`src/rtl/inst_req_queue_pkg.sv`:
```
// Shared constants and the {pc, inst} entry layout for the instruction request queue.
package inst_req_queue_pkg;

  localparam logic [1:0]  SIZE_WORD = 2'b10;
  localparam int unsigned ENTRY_W   = 64;

  typedef struct packed {
    logic [31:0] pc;
    logic [31:0] inst;
  } entry_t;

endpackage

```
`src/rtl/inst_req_queue_if.sv`:
```
// Fetch, decode-side and SRAM-bridge handshake signals of the instruction request queue.
interface inst_req_queue_if;

  logic        fetch_valid;
  logic [31:0] fetch_pc;
  logic        fetch_ready;
  logic        flush;
  logic        out_valid;
  logic [31:0] out_pc;
  logic [31:0] out_inst;
  logic        out_ready;
  logic        inst_sram_req;
  logic        inst_sram_wr;
  logic [1:0]  inst_sram_size;
  logic [3:0]  inst_sram_wstrb;
  logic [31:0] inst_sram_addr;
  logic [31:0] inst_sram_wdata;
  logic        inst_sram_addr_ok;
  logic        inst_sram_data_ok;
  logic [31:0] inst_sram_rdata;

  modport slave (
    input  fetch_valid, fetch_pc, flush, out_ready,
    input  inst_sram_addr_ok, inst_sram_data_ok, inst_sram_rdata,
    output fetch_ready, out_valid, out_pc, out_inst,
    output inst_sram_req, inst_sram_wr, inst_sram_size, inst_sram_wstrb,
    output inst_sram_addr, inst_sram_wdata
  );

  modport master (
    output fetch_valid, fetch_pc, flush, out_ready,
    output inst_sram_addr_ok, inst_sram_data_ok, inst_sram_rdata,
    input  fetch_ready, out_valid, out_pc, out_inst,
    input  inst_sram_req, inst_sram_wr, inst_sram_size, inst_sram_wstrb,
    input  inst_sram_addr, inst_sram_wdata
  );

endinterface

```
`src/rtl/sync_fifo.sv`:
```
// Synchronous FIFO with occupancy count and a flush that empties it at the next edge.
module sync_fifo #(
  parameter int unsigned Width = 32,
  parameter int unsigned Depth = 2,
  localparam int unsigned PtrW = $clog2(Depth),
  localparam int unsigned CntW = $clog2(Depth) + 1
) (
  input  logic             clk,
  input  logic             resetn,
  input  logic             flush,
  input  logic             push,
  input  logic [Width-1:0] wdata,
  input  logic             pop,
  output logic [Width-1:0] rdata,
  output logic [CntW-1:0]  count
);

  logic [Width-1:0] mem_q [Depth];
  logic [PtrW-1:0]  wr_ptr_q, wr_ptr_d, rd_ptr_q, rd_ptr_d;
  logic [CntW-1:0]  count_q, count_d;

  // Explicit wrap so non-power-of-two depths work.
  function automatic logic [PtrW-1:0] ptr_inc(input logic [PtrW-1:0] p);
    return (p == PtrW'(Depth - 1)) ? '0 : p + PtrW'(1);
  endfunction

  always_comb begin
    wr_ptr_d = wr_ptr_q;
    rd_ptr_d = rd_ptr_q;
    count_d  = count_q;
    if (flush) begin
      wr_ptr_d = '0;
      rd_ptr_d = '0;
      count_d  = '0;
    end else begin
      if (push) wr_ptr_d = ptr_inc(wr_ptr_q);
      if (pop)  rd_ptr_d = ptr_inc(rd_ptr_q);
      count_d = count_q + CntW'(push) - CntW'(pop);
    end
  end

  always_ff @(posedge clk or negedge resetn) begin
    if (!resetn) begin
      wr_ptr_q <= '0;
      rd_ptr_q <= '0;
      count_q  <= '0;
    end else begin
      wr_ptr_q <= wr_ptr_d;
      rd_ptr_q <= rd_ptr_d;
      count_q  <= count_d;
    end
  end

  always_ff @(posedge clk) begin
    if (push && !flush) mem_q[wr_ptr_q] <= wdata;
  end

  assign rdata = mem_q[rd_ptr_q];
  assign count = count_q;

endmodule

```
`src/rtl/inst_req_queue.sv`:
```
// Instruction fetch request queue: credit-limited SRAM requests, in-order responses,
// flush with discard of in-flight fetches.
module inst_req_queue
  import inst_req_queue_pkg::*;
#(
  parameter int unsigned DEPTH = 2
) (
  input logic              clk,
  input logic              resetn,
  inst_req_queue_if.slave  bus
);

  localparam int unsigned CntW = $clog2(DEPTH) + 1;
  localparam int unsigned SumW = CntW + 1;

  logic [CntW-1:0] outstanding, fifo_count;
  logic [CntW-1:0] discard_cnt_q, discard_cnt_d;
  logic            credit_ok, req, accept, dok, resp_keep, out_pop;
  logic [31:0]     head_pc;
  entry_t          in_entry, out_entry;

  assign credit_ok = ({1'b0, outstanding} + {1'b0, fifo_count}) < SumW'(DEPTH);
  // Gated by resetn so the bridge sees no request while reset is held.
  assign req       = resetn & bus.fetch_valid & credit_ok & ~bus.flush;
  assign accept    = req & bus.inst_sram_addr_ok;
  assign dok       = bus.inst_sram_data_ok & (outstanding != '0);
  assign resp_keep = dok & (discard_cnt_q == '0) & ~bus.flush;
  assign out_pop   = bus.out_valid & bus.out_ready;
  assign in_entry  = '{pc: head_pc, inst: bus.inst_sram_rdata};

  always_comb begin
    discard_cnt_d = discard_cnt_q;
    if (bus.flush) begin
      discard_cnt_d = outstanding - CntW'(dok);
    end else if (dok && discard_cnt_q != '0) begin
      discard_cnt_d = discard_cnt_q - CntW'(1);
    end
  end

  always_ff @(posedge clk or negedge resetn) begin
    if (!resetn) discard_cnt_q <= '0;
    else         discard_cnt_q <= discard_cnt_d;
  end

  // Its occupancy is the outstanding-request count; never flushed, stale entries drain via discard.
  sync_fifo #(
    .Width (32),
    .Depth (DEPTH)
  ) u_pending_q (
    .clk    (clk),
    .resetn (resetn),
    .flush  (1'b0),
    .push   (accept),
    .wdata  (bus.fetch_pc),
    .pop    (dok),
    .rdata  (head_pc),
    .count  (outstanding)
  );

  sync_fifo #(
    .Width (ENTRY_W),
    .Depth (DEPTH)
  ) u_out_q (
    .clk    (clk),
    .resetn (resetn),
    .flush  (bus.flush),
    .push   (resp_keep),
    .wdata  (in_entry),
    .pop    (out_pop),
    .rdata  (out_entry),
    .count  (fifo_count)
  );

  assign bus.inst_sram_req   = req;
  assign bus.fetch_ready     = accept;
  assign bus.inst_sram_addr  = bus.fetch_pc;
  assign bus.inst_sram_wr    = 1'b0;
  assign bus.inst_sram_size  = SIZE_WORD;
  assign bus.inst_sram_wstrb = 4'b0;
  assign bus.inst_sram_wdata = 32'b0;
  assign bus.out_valid       = fifo_count != '0;
  assign bus.out_pc          = out_entry.pc;
  assign bus.out_inst        = out_entry.inst;

`ifndef SYNTHESIS
  a_no_orphan_data_ok : assert property (@(posedge clk) disable iff (!resetn)
    !(bus.inst_sram_data_ok && outstanding == '0))
    else $error("inst_sram_data_ok with no request outstanding");
`endif

endmodule

```
`src/flat_wrapper.sv`:
```
// flat-port wrapper written by rule: the top's interface ports become plain ports
module inst_req_queue_flat import inst_req_queue_pkg::*;
#(
  parameter int unsigned DEPTH = 2
)
  (clk, resetn, bus_fetch_valid, bus_fetch_pc, bus_flush, bus_out_ready, bus_inst_sram_addr_ok, bus_inst_sram_data_ok, bus_inst_sram_rdata, bus_fetch_ready, bus_out_valid, bus_out_pc, bus_out_inst, bus_inst_sram_req, bus_inst_sram_wr, bus_inst_sram_size, bus_inst_sram_wstrb, bus_inst_sram_addr, bus_inst_sram_wdata);
  inst_req_queue_if bus_i ();
  input logic clk;
  input logic resetn;
  input wire logic [$bits(bus_i.fetch_valid)-1:0] bus_fetch_valid;
  input wire logic [$bits(bus_i.fetch_pc)-1:0] bus_fetch_pc;
  input wire logic [$bits(bus_i.flush)-1:0] bus_flush;
  input wire logic [$bits(bus_i.out_ready)-1:0] bus_out_ready;
  input wire logic [$bits(bus_i.inst_sram_addr_ok)-1:0] bus_inst_sram_addr_ok;
  input wire logic [$bits(bus_i.inst_sram_data_ok)-1:0] bus_inst_sram_data_ok;
  input wire logic [$bits(bus_i.inst_sram_rdata)-1:0] bus_inst_sram_rdata;
  output wire logic [$bits(bus_i.fetch_ready)-1:0] bus_fetch_ready;
  output wire logic [$bits(bus_i.out_valid)-1:0] bus_out_valid;
  output wire logic [$bits(bus_i.out_pc)-1:0] bus_out_pc;
  output wire logic [$bits(bus_i.out_inst)-1:0] bus_out_inst;
  output wire logic [$bits(bus_i.inst_sram_req)-1:0] bus_inst_sram_req;
  output wire logic [$bits(bus_i.inst_sram_wr)-1:0] bus_inst_sram_wr;
  output wire logic [$bits(bus_i.inst_sram_size)-1:0] bus_inst_sram_size;
  output wire logic [$bits(bus_i.inst_sram_wstrb)-1:0] bus_inst_sram_wstrb;
  output wire logic [$bits(bus_i.inst_sram_addr)-1:0] bus_inst_sram_addr;
  output wire logic [$bits(bus_i.inst_sram_wdata)-1:0] bus_inst_sram_wdata;
  assign bus_i.fetch_valid = bus_fetch_valid;
  assign bus_i.fetch_pc = bus_fetch_pc;
  assign bus_i.flush = bus_flush;
  assign bus_i.out_ready = bus_out_ready;
  assign bus_i.inst_sram_addr_ok = bus_inst_sram_addr_ok;
  assign bus_i.inst_sram_data_ok = bus_inst_sram_data_ok;
  assign bus_i.inst_sram_rdata = bus_inst_sram_rdata;
  assign bus_fetch_ready = bus_i.fetch_ready;
  assign bus_out_valid = bus_i.out_valid;
  assign bus_out_pc = bus_i.out_pc;
  assign bus_out_inst = bus_i.out_inst;
  assign bus_inst_sram_req = bus_i.inst_sram_req;
  assign bus_inst_sram_wr = bus_i.inst_sram_wr;
  assign bus_inst_sram_size = bus_i.inst_sram_size;
  assign bus_inst_sram_wstrb = bus_i.inst_sram_wstrb;
  assign bus_inst_sram_addr = bus_i.inst_sram_addr;
  assign bus_inst_sram_wdata = bus_i.inst_sram_wdata;
  inst_req_queue #(.DEPTH(DEPTH)) u_core (.clk(clk), .resetn(resetn), .bus(bus_i));
endmodule
```
`config.mk`:
```
export PLATFORM = sky130hd
export DESIGN_NAME = inst_req_queue_flat
export DESIGN_NICKNAME = d
export VERILOG_FILES = /design/src/rtl/inst_req_queue_pkg.sv /design/src/rtl/inst_req_queue_if.sv /design/src/rtl/sync_fifo.sv /design/src/rtl/inst_req_queue.sv /design/src/flat_wrapper.sv
export SDC_FILE = /design/constraint.sdc
export NUM_CORES = 1
export LEC_CHECK = 0
export ABC_AREA = 1
export CORE_MARGIN = 5
export CORE_UTILIZATION = 31
export DETAILED_ROUTE_END_ITERATION = 16
export GPL_ROUTABILITY_DRIVEN = 0
export HOLD_SLACK_MARGIN = 0.1
export PLACE_DENSITY = 0.53
export RECOVER_POWER = 50
export SETUP_SLACK_MARGIN = 0.02
export SYNTH_ARGS = -nofsm -noshare
export SYNTH_HDL_FRONTEND = slang
export SYNTH_SLANG_ARGS = --single-unit
```
`constraint.sdc`:
```
create_clock -name clk -period 4.4 [get_ports clk]
set_input_delay 1.32 -clock clk [delete_from_list [all_inputs] [get_ports clk]]
set_output_delay 1.32 -clock clk [all_outputs]
set_load 0.1 [all_outputs]
```
# After elaboration in Yosys (flattened, before gate mapping)
# Memories as Yosys holds them, arrays and structs flattened.
# Cells that the tools add are included.
[word_totals]
word_cells = 55
out_inout_bits = 138
n_memories = 2
regBits = 10
ramBits = 192
in_bits = 71
[op_classes]
magnitude_cmp = 1
bitwise = 9
n_reduce_logical = 10
addsub = 11
muxes = 15
[memory_table]
columns = ["name", "depth", "word_bits", "rd", "rd_clocked_by_memory_dff", "wr", "line", "rtl"]
rows = [
  ["u_core.u_out_q.mem_q", 2, 64, 1, 0, 1, "sync_fifo.sv:18", "logic [Width-1:0] mem_q [Depth];"],
  ["u_core.u_pending_q.mem_q", 2, 32, 1, 0, 1, "sync_fifo.sv:18", ""],
]
[op_table]
columns = ["operator", "n"]
rows = [
  ["$mux W1", 12],
  ["$reduce_bool A2 Y1", 6],
  ["$and A1 B1 Y1", 8],
  ["$mux W2", 3],
  ["$sub A2 B1 Y2", 3],
  ["$add A1 B1 Y1 const B", 4],
  ["$add A2 B1 Y2", 2],
  ["$add A2 B2 Y3", 1],
  ["$lt A3 B2 Y1 const B", 1],
  ["$logic_and A1 B1 Y1", 2],
  ["$logic_not A2 Y1", 1],
  ["$sub A2 B1 Y2 const B", 1],
  ["$logic_not A1 Y1", 1],
  ["$not A1 Y1", 1],
]

# Logic depth before layout (Yosys ltp)
# Gate-level depths: netlist of run 1.
[depth]
ltp_word = 7
mapped_depth = 12

# Hierarchy
# From an unflattened synthesis of run 1, not the netlist that was laid out.
[unflattened]
hier_cells = 466
hier_area_um2 = 8469.4
[by_module_without_submodules]
columns = ["mod", "cells_per_inst", "area_per_inst_um2", "seq_area_each_um2", "instances"]
rows = [
  ["sync_fifo (u_core.u_out_q)", 226, 4986.0, 3943.8, 1],
  ["sync_fifo (u_core.u_pending_q)", 127, 2671.3, 2021.9, 1],
  ["inst_req_queue", 113, 812.0, 50.0, 1],
]

# Worst setup path before layout of run 1
# No wires, ideal clock.
[synth_timing]
path_type = "input -> register"
startpoint = "in bus_inst_sram_data_ok"
endpoint = "mem u_core.u_out_q.mem_q[1][0] (netlist name), enable pin"
path_buffers = 0
stages = 4
t_arrival_ns = 4.230
setup_time_ns = 0.486
setup_slack_ns = -0.316
cell_sequence = "nand2_2 nor2_2 nand2_1 nor2_1"
[synth_via]
elab_chain_cells = 6
[synth_rtl]
columns = ["item", "line", "rtl"]
rows = [
  ["start, declared", "flat_wrapper.sv:15", "input wire logic [$bits(bus_i.inst_sram_data_ok)-1:0] bus_inst_sram_data_ok;"],
  ["$and A1 B1 Y1", "inst_req_queue.sv:26", "assign dok = bus.inst_sram_data_ok & (outstanding != '0);"],
  ["$and A1 B1 Y1 (2 in a row)", "inst_req_queue.sv:27", "assign resp_keep = dok & (discard_cnt_q == '0) & ~bus.flush;"],
  ["$logic_and A1 B1 Y1", "sync_fifo.sv:55", "if (push && !flush) mem_q[wr_ptr_q] <= wdata;"],
  ["$mux W1", "sync_fifo.sv:55", ""],
  ["$mux W1 (implied by the code)", "sync_fifo.sv:55", ""],
  ["end, declared", "sync_fifo.sv:18", ""],
]
# Every way passes these cells.

# Worst setup path after layout of run 1
[layout_timing]
startpoint = "in bus_flush"
endpoint = "out bus_fetch_ready"
[layout_via]
elab_chain_cells = 3
[layout_rtl]
columns = ["item", "line", "rtl"]
rows = [
  ["start, declared", "flat_wrapper.sv:12", "input wire logic [$bits(bus_i.flush)-1:0] bus_flush;"],
  ["$not A1 Y1", "inst_req_queue.sv:24", "assign req = resetn & bus.fetch_valid & credit_ok & ~bus.flush;"],
  ["$and A1 B1 Y1", "inst_req_queue.sv:24", ""],
  ["$and A1 B1 Y1", "inst_req_queue.sv:25", "assign accept = req & bus.inst_sram_addr_ok;"],
  ["end, declared", "flat_wrapper.sv:17", "output wire logic [$bits(bus_i.fetch_ready)-1:0] bus_fetch_ready;"],
]
# Every way passes these cells.

==> PnR_summary.wiki, run 1 <==
{| class="wikitable"
! Metric !! Value
|-
| Overall die area || 29,840 um2
|-
| Unrepaired setup endpoints after global routing || no
|-
| Hold WS || 472.6 ps
|-
| Overall global routing resource usage || 0.1091
|-
| Data arrival time of the worst path || 2760 ps
|-
| Hold buffer count at cts || 0
|-
| Number of remaining DRC errors || 0
|-
| Final period utilization || 0.9276
|-
| Placeable Area || 26,060 um2
|-
| Post-synth cell types || 23
|-
| Number of resized instances in the post-cts repair step || 0
|-
| Final hold vios || 0
|-
| Share of total power in sequential cells || 0.303
|-
| Power density cells || 710.5 nW/um2
|-
| Setup TNS || 0 ps
|-
| Clk sinks || 202
|-
| Count of H-tree levels built during CTS || 1
|-
| Critical Path Max Stage Delay || 630 ps
|-
| Clock transition at the register clock pins on the worst setup and hold paths after CTS || 60 ps
|-
| Layout-stage area growth over the synthesis result || 36.08%
|-
| Congestion Overflow GR || 0
|-
| Effective utilization at floorplan || 0.3151
|-
| Antenna cells || 0
|-
| Horiz. Die Dim || 172.8 um
|-
| Sequential element share of the synthesized area || 0.7326
|-
| Most common cell after layout, fill and taps aside || sky130_fd_sc_hd__nand2_1
|-
| Class of the most critical setup path || in -> out
|-
| Critical Path, Cell by Cell || dlygate4sd3_1 -> inv_4 -> nand2_4 -> nor2_4 -> nand3_1 -> inv_1 -> buf_12
|-
| Violation count after the first detailed-route iteration || 128
|-
| Highest-count cells in the layout ignoring fill and taps || sky130_fd_sc_hd__nand2_1 (310), sky130_fd_sc_hd__edfxtp_1 (192), sky130_fd_sc_hd__buf_12 (68)
|-
| CTS max path bufs || 3
|-
| Power share of the combinational group || 0.479
|-
| Static Leak || 4.573 nW
|-
| Least-Margin Pin Slew || 1869 ps
|-
| Total detailed-routing wirelength || 16,650 um
|-
| TritonCTS clock tree || done
|-
| Proportion of power drawn by the clock network || 0.219
|-
| Ratio of cells with drive above 1 in the final layout || 0.1793
|-
| Global-route wire length before repair || 26,440 um
|-
| Via Count || 4,753
|-
| Netlist area before placement || 8212 um2
|-
| Num ports || 209
|-
| Achievable frequency || 245.0 MHz
|-
| Max Fanout on Critical Path || 10
|-
| Failing checks || capacitance limit, slew limit
|-
| Number of global-route vias before repair || 4,827
|-
| Run status || finished, violations left
|-
| Top cells by area in the synthesized netlist || sky130_fd_sc_hd__edfxtp_1 (70%), sky130_fd_sc_hd__nand2_1 (14%), sky130_fd_sc_hd__buf_4 (7.5%)
|-
| Detail Route Antenna Nets || 0
|-
| Number of setup buffers added after CTS || 0
|-
| Root buffer cell || sky130_fd_sc_hd__clkbuf_16
|-
| Maximum number of pins on one net before global-route repair || 66
|-
| Post-synthesis area per instance || 12.33 um2
|-
| Die height || 172.8 um
|-
| Max cap viols || 2
|-
| Setup violators final || 0
|-
| IR Drop Worst-Case VDD || 0.4429 mV
|-
| Class of the tightest hold or removal check || reg -> reg
|-
| Clock Latency Late Sink || 500 ps
|-
| Final total power || 7.939 mW
|-
| Post-synth top area cell || sky130_fd_sc_hd__edfxtp_1
|-
| Maximum clock skew at final layout || 17.67 ps
|-
| TritonRoute pass-1 iters || 4
|-
| Required arrival time at the worst endpoint || 3080 ps
|-
| Share of the synthesized area in the top cell type || 0.7021
|-
| Slowest cell on the critical path || sky130_fd_sc_hd__dlygate4sd3_1
|-
| Antenna violations before repair || 0
|-
| HPWL after detailed placement || 10,380 um
|-
| Gate count after technology mapping || 666
|-
| Number of clock buffers inserted by TritonCTS || 22
|-
| Power Internal || 4.481 mW
|-
| Proportion of total power due to net switching || 0.4356
|-
| Switching power of the nets || 3.458 mW
|-
| IO Port Bufs || 169
|-
| Per-cell routed wire length || 14.28 um
|-
| Relative slew slack || -0.2459
|-
| # rows || 59
|-
| Setup slack of the most critical reg-to-reg path || 1000 ps
|-
| Synth Register Bits || 202
|-
| Syn. warnings || 0
|-
| # nets final || 893
|-
| Average via count per standard cell || 4.076
|-
| Critical Path Start Type || input port
|-
| Count of pins over their slew limit || 67
|-
| Critical path endpoint category || output port
|-
| Shortest period the worst path allows || 4081 ps
|}
[logic make-up (layout without fill, tap and decap cells)]
kind of cell,Yosys count,after routing,synth area share
other,2,39,0.0009146
adders and majority gates,7,7,0.01158
DFF,202,202,0.7326
and+or+nand+nor,332,332,0.1565
buffers and inverters,116,244,0.09234
xor gates and xnor gates,4,4,0.004267
AOI/OAI and AO/OA,3,3,0.001828
[layout make-up]
type	instances	area, um2
fillers	2388	14880
flip-flops and latches	202	6017
repair buffers	180	2366
multi-input cells	385	1582
clock buffers	26	565.5
well taps	335	419.2
clock inverters	14	131.4
inverters	24	93.84
[synthesized netlist by cell type, drive strengths merged]
cell / count
nand2: 312
edfxtp: 192
buf: 92
inv: 24
nor2: 13
dfrtp: 10
ha: 6
nand3: 5
o21ai: 3
xor2: 3
conb: 2
fa: 1
nand4: 1
or2: 1
xnor2: 1
[per-layer routing]
layer	vias to the layer above	track usage	wire length, um
li1	2390	-	-
met1	2166	0.1351	6971
met2	173	0.1867	8023
met3	24	0.03428	1377
met4	0	0.02653	275
met5	-	0	0
[state kept, by name, summed over array words and instances (netlist names)]
| name | flops |
|---|---|
| u_core.u_out_q.count | 2 |
| u_core.u_pending_q.count | 2 |
| u_core.u_pending_q.rd_ptr_q | 1 |
| u_core.u_out_q.mem_q | 128 |
| u_core.u_out_q.wr_ptr_q | 1 |
| u_core.u_pending_q.wr_ptr_q | 1 |
| u_core.u_out_q.rd_ptr_q | 1 |
| u_core.discard_cnt_q | 2 |
| u_core.u_pending_q.mem_q | 64 |
[through the flow]
stage	util	setup slack (ps)	cells	cell area (um2)
final	0.4288	318.6	1166	11170
after global routing	0.4288	242.6	1166	11170
after CTS	0.4297	478.0	1166	11200
after detailed placement	0.4030	483.4	1126	10500
after global placement	0.4030	512.8	1126	10500
after floorplan	-	351.7	703	8353
[critical path, delay by kind of cell]
family / cells / cell delay [ps]
buf+inv: 4 / 1110
simple gates: 3 / 330
[path summary, 6_finish.rpt]
kind,end,startpoint,cells after the start
worst max register to register,u_core.u_out_q.mem_q[0][33],u_core.u_pending_q.rd_ptr_q,4
worst max-delay path,bus_fetch_ready,bus_flush,7
max in group asynchronous,u_core.u_out_q.rd_ptr_q,resetn,2
min in group asynchronous,u_core.u_pending_q.wr_ptr_q,resetn,2
worst min register to register,u_core.u_pending_q.wr_ptr_q,u_core.u_pending_q.wr_ptr_q,2
worst min-delay path,u_core.u_pending_q.wr_ptr_q,u_core.u_pending_q.wr_ptr_q,2
[power groups by stage]
stage	Combinational (mW)	Clock [mW]	Sequential (mW)
finish	3.80	1.74	2.40
global route	4.02	1.89	2.42
CTS	3.87	1.80	2.40
detailed placement	3.86	0	2.44
global placement	3.85	0	2.44
floorplan	2.59	0	2.44
Note: power is estimated with default switching activity, not from simulation.
==> inputs of run 2 (changes only) <==
- MAX_ROUTING_LAYER: not set -> met4
==> run 2 against run 1 <==
The flow still finishes with violations (capacitance limit, slew limit). Critical path depth did not move. Core utilization did not move. Total power barely moved. Non-clock buffer count did not move. Sequential power barely moved. Maximum frequency barely moved. Clock power barely moved. First-iteration DRC count rose by 10%. Count of clock-buffer cells in the layout did not move. Worst setup slack improved by 0.56 ps. Clock skew barely moved. Design area did not move. Critical endpoint unchanged. Highest routed layer unchanged.
==> PnR_summary.wiki, run 2 (synthesized netlist as in run 1, its figures left out) <==
{| class="wikitable"
! Metric !! Value
|-
| Class of the tightest hold or removal check || reg -> reg
|-
| Critical Path, Cell by Cell || dlygate4sd3_1 -> inv_4 -> nand2_4 -> nor2_4 -> nand3_1 -> inv_1 -> buf_12
|-
| Root buffer cell || sky130_fd_sc_hd__clkbuf_16
|-
| TritonCTS clock tree || done
|-
| Max cap viols || 2 (unchanged)
|-
| Overall global routing resource usage || 0.1125 (+0.003356)
|-
| Relative slew slack || -0.2489 (-0.002981)
|-
| IO Port Bufs || 169 (unchanged)
|-
| Least-Margin Pin Slew || 1873 ps (+4.472 ps)
|-
| Congestion Overflow GR || 0 (unchanged)
|-
| Maximum clock skew at final layout || 17.19 ps (-0.4797 ps)
|-
| Clk sinks || 202 (unchanged)
|-
| Num ports || 209 (unchanged)
|-
| Number of setup buffers added after CTS || 0 (unchanged)
|-
| Total detailed-routing wirelength || 16,630 um (about the same)
|-
| Detail Route Antenna Nets || 0 (unchanged)
|-
| Global-route wire length before repair || 26,430 um (about the same)
|-
| Slowest cell on the critical path || sky130_fd_sc_hd__dlygate4sd3_1
|-
| Data arrival time of the worst path || 2760 ps (about the same)
|-
| Clock Latency Late Sink || 500 ps (about the same)
|-
| CTS max path bufs || 3 (unchanged)
|-
| Shortest period the worst path allows || 4081 ps (-0.5590 ps)
|-
| Number of clock buffers inserted by TritonCTS || 22 (unchanged)
|-
| Place WS || 483.4 ps (unchanged)
|-
| Number of remaining DRC errors || 0 (unchanged)
|-
| Number of flip-flops in the largest register || 128 (unchanged)
|-
| Unrepaired setup endpoints after global routing || no
|-
| Power density cells || 710.3 nW/um2 (about the same)
|-
| Overall die area || 29,840 um2 (unchanged)
|-
| Final cell utilization of the core || 0.4288 (unchanged)
|-
| Horiz. Die Dim || 172.8 um (unchanged)
|-
| Placeable Area || 26,060 um2 (unchanged)
|-
| Clock transition at the register clock pins on the worst setup and hold paths after CTS || 60 ps (about the same)
|-
| Failing checks || capacitance limit, slew limit
|-
| Achievable frequency || 245.0 MHz (about the same)
|-
| Die height || 172.8 um (unchanged)
|-
| IR Drop Worst-Case VDD || 0.4431 mV (about the same)
|-
| Setup violators final || 0 (unchanged)
|-
| Hold buffer count at cts || 0 (unchanged)
|-
| Per-cell routed wire length || 14.27 um (about the same)
|-
| Critical Path Max Stage Delay || 630 ps (about the same)
|-
| Number of global-route vias before repair || 4,827 (unchanged)
|-
| Highest-count cells in the layout ignoring fill and taps || sky130_fd_sc_hd__nand2_1 (310), sky130_fd_sc_hd__edfxtp_1 (192), sky130_fd_sc_hd__buf_12 (68)
|-
| Largest registers || u_core.u_out_q.mem_q x128, u_core.u_pending_q.mem_q x64
|-
| Critical Path Start Type || input port
|-
| Ratio of cells with drive above 1 in the final layout || 0.1793 (unchanged)
|-
| Final setup slack of the worst path || 319.2 ps (+0.5590 ps)
|-
| Final Instance Count excl. Fillers || 1,166 (unchanged)
|-
| Count of H-tree levels built during CTS || 1 (unchanged)
|-
| Final total power || 7.937 mW (about the same)
|-
| Register with the highest flop count || u_core.u_out_q.mem_q
|-
| Cell count after placement || 1,126 (unchanged)
|-
| Class of the most critical setup path || in -> out
|-
| Setup TNS || 0 ps (unchanged)
|-
| Run status || finished, violations left
|-
| Layout-stage area growth over the synthesis result || 36.08% (unchanged)
|-
| Number of resized instances in the post-cts repair step || 0 (unchanged)
|-
| Antenna violations before repair || 0 (unchanged)
|-
| HPWL after detailed placement || 10,380 um (unchanged)
|-
| Most common cell after layout, fill and taps aside || sky130_fd_sc_hd__nand2_1
|-
| Average via count per standard cell || 4.070 (-0.15%)
|-
| Count of pins over their slew limit || 67 (unchanged)
|-
| Antenna cells || 0 (unchanged)
|-
| Violation count after the first detailed-route iteration || 141 (+10%)
|-
| # rows || 59 (unchanged)
|-
| Required arrival time at the worst endpoint || 3080 ps (about the same)
|-
| Maximum number of pins on one net before global-route repair || 66 (unchanged)
|-
| TritonRoute pass-1 iters || 4 (unchanged)
|-
| Static Leak || 4.573 nW (unchanged)
|-
| Final hold vios || 0 (unchanged)
|-
| Min-Delay Path Depth || 2 (unchanged)
|-
| Reg2Reg Depth || 4 (unchanged)
|-
| # nets final || 893 (unchanged)
|-
| Effective utilization at floorplan || 0.3151 (unchanged)
|-
| Via Count || 4,746 (-0.15%)
|-
| Critical path endpoint category || output port
|-
| Max Fanout on Critical Path || 10 (unchanged)
|-
| Final period utilization || 0.9275 (about the same)
|}
==> run 2: cell counts in the layout (fill, tap and decap cells not counted) <==
No cell type changed its count.
==> run 2: where the power goes <==
| group | internal (mW) | switching [mW] |
|---|---|---|
| Sequential | 2.35 | 0.0518 |
| Combinational | 1.09 | 2.71 |
| Clock | 1.04 | 0.697 |
==> run 2: layout make-up <==
| cell class | instances | area, um2 |
|---|---|---|
| inverter | 24 | 93.84 |
| fill | 2388 | 14880 |
| sequential | 202 | 6017 |
| timing repair buffer | 180 | 2366 |
| clock inverter | 14 | 131.4 |
| tap | 335 | 419.2 |
| clock buffer | 26 | 565.5 |
| multi-input combinational | 385 | 1582 |
==> run 2: critical path: cells and delay by family <==
family / cells / cell delay [ps]
buffers and inverters: 4 / 1110
and+or+nand+nor: 3 / 330
==> run 2: through the flow <==
| step | area, um2 | hold WS, ps |
|---|---|---|
| after detailed placement | 10500 | 468.3 |
| after global routing | 11170 | 517.1 |
| after CTS | 11200 | 482.1 |
| after floorplan | 8353 | 441.9 |
| after global placement | 10500 | 456.8 |
| final | 11170 | 472.5 |
==> run 2: final timing paths <==
check,from,endpoint,slack [ps]
worst min-delay path,u_core.u_pending_q.wr_ptr_q,u_core.u_pending_q.wr_ptr_q,470
worst min register to register,u_core.u_pending_q.wr_ptr_q,u_core.u_pending_q.wr_ptr_q,470
max in group asynchronous,resetn,u_core.u_out_q.rd_ptr_q,2540
worst max-delay path,bus_flush,bus_fetch_ready,320
worst max register to register,u_core.u_pending_q.rd_ptr_q,u_core.u_out_q.mem_q[0][33],1000
min in group asynchronous,resetn,u_core.u_pending_q.wr_ptr_q,1400
==> run 2: metal layers <==
metal	GRT usage	vias to the layer above	share of wire
li1	-	2391	-
met1	0.1354	2159	0.42
met2	0.1875	171	0.48
met3	0.03319	25	0.080
met4	0.02653	0	0.017
met5	-	-	0
==> inputs of run 3 (changes only) <==
- SLEW_MARGIN: not set -> 20
==> results of run 3 <==
Same layout as run 2: the final DEF is identical, and so are final timing and power.
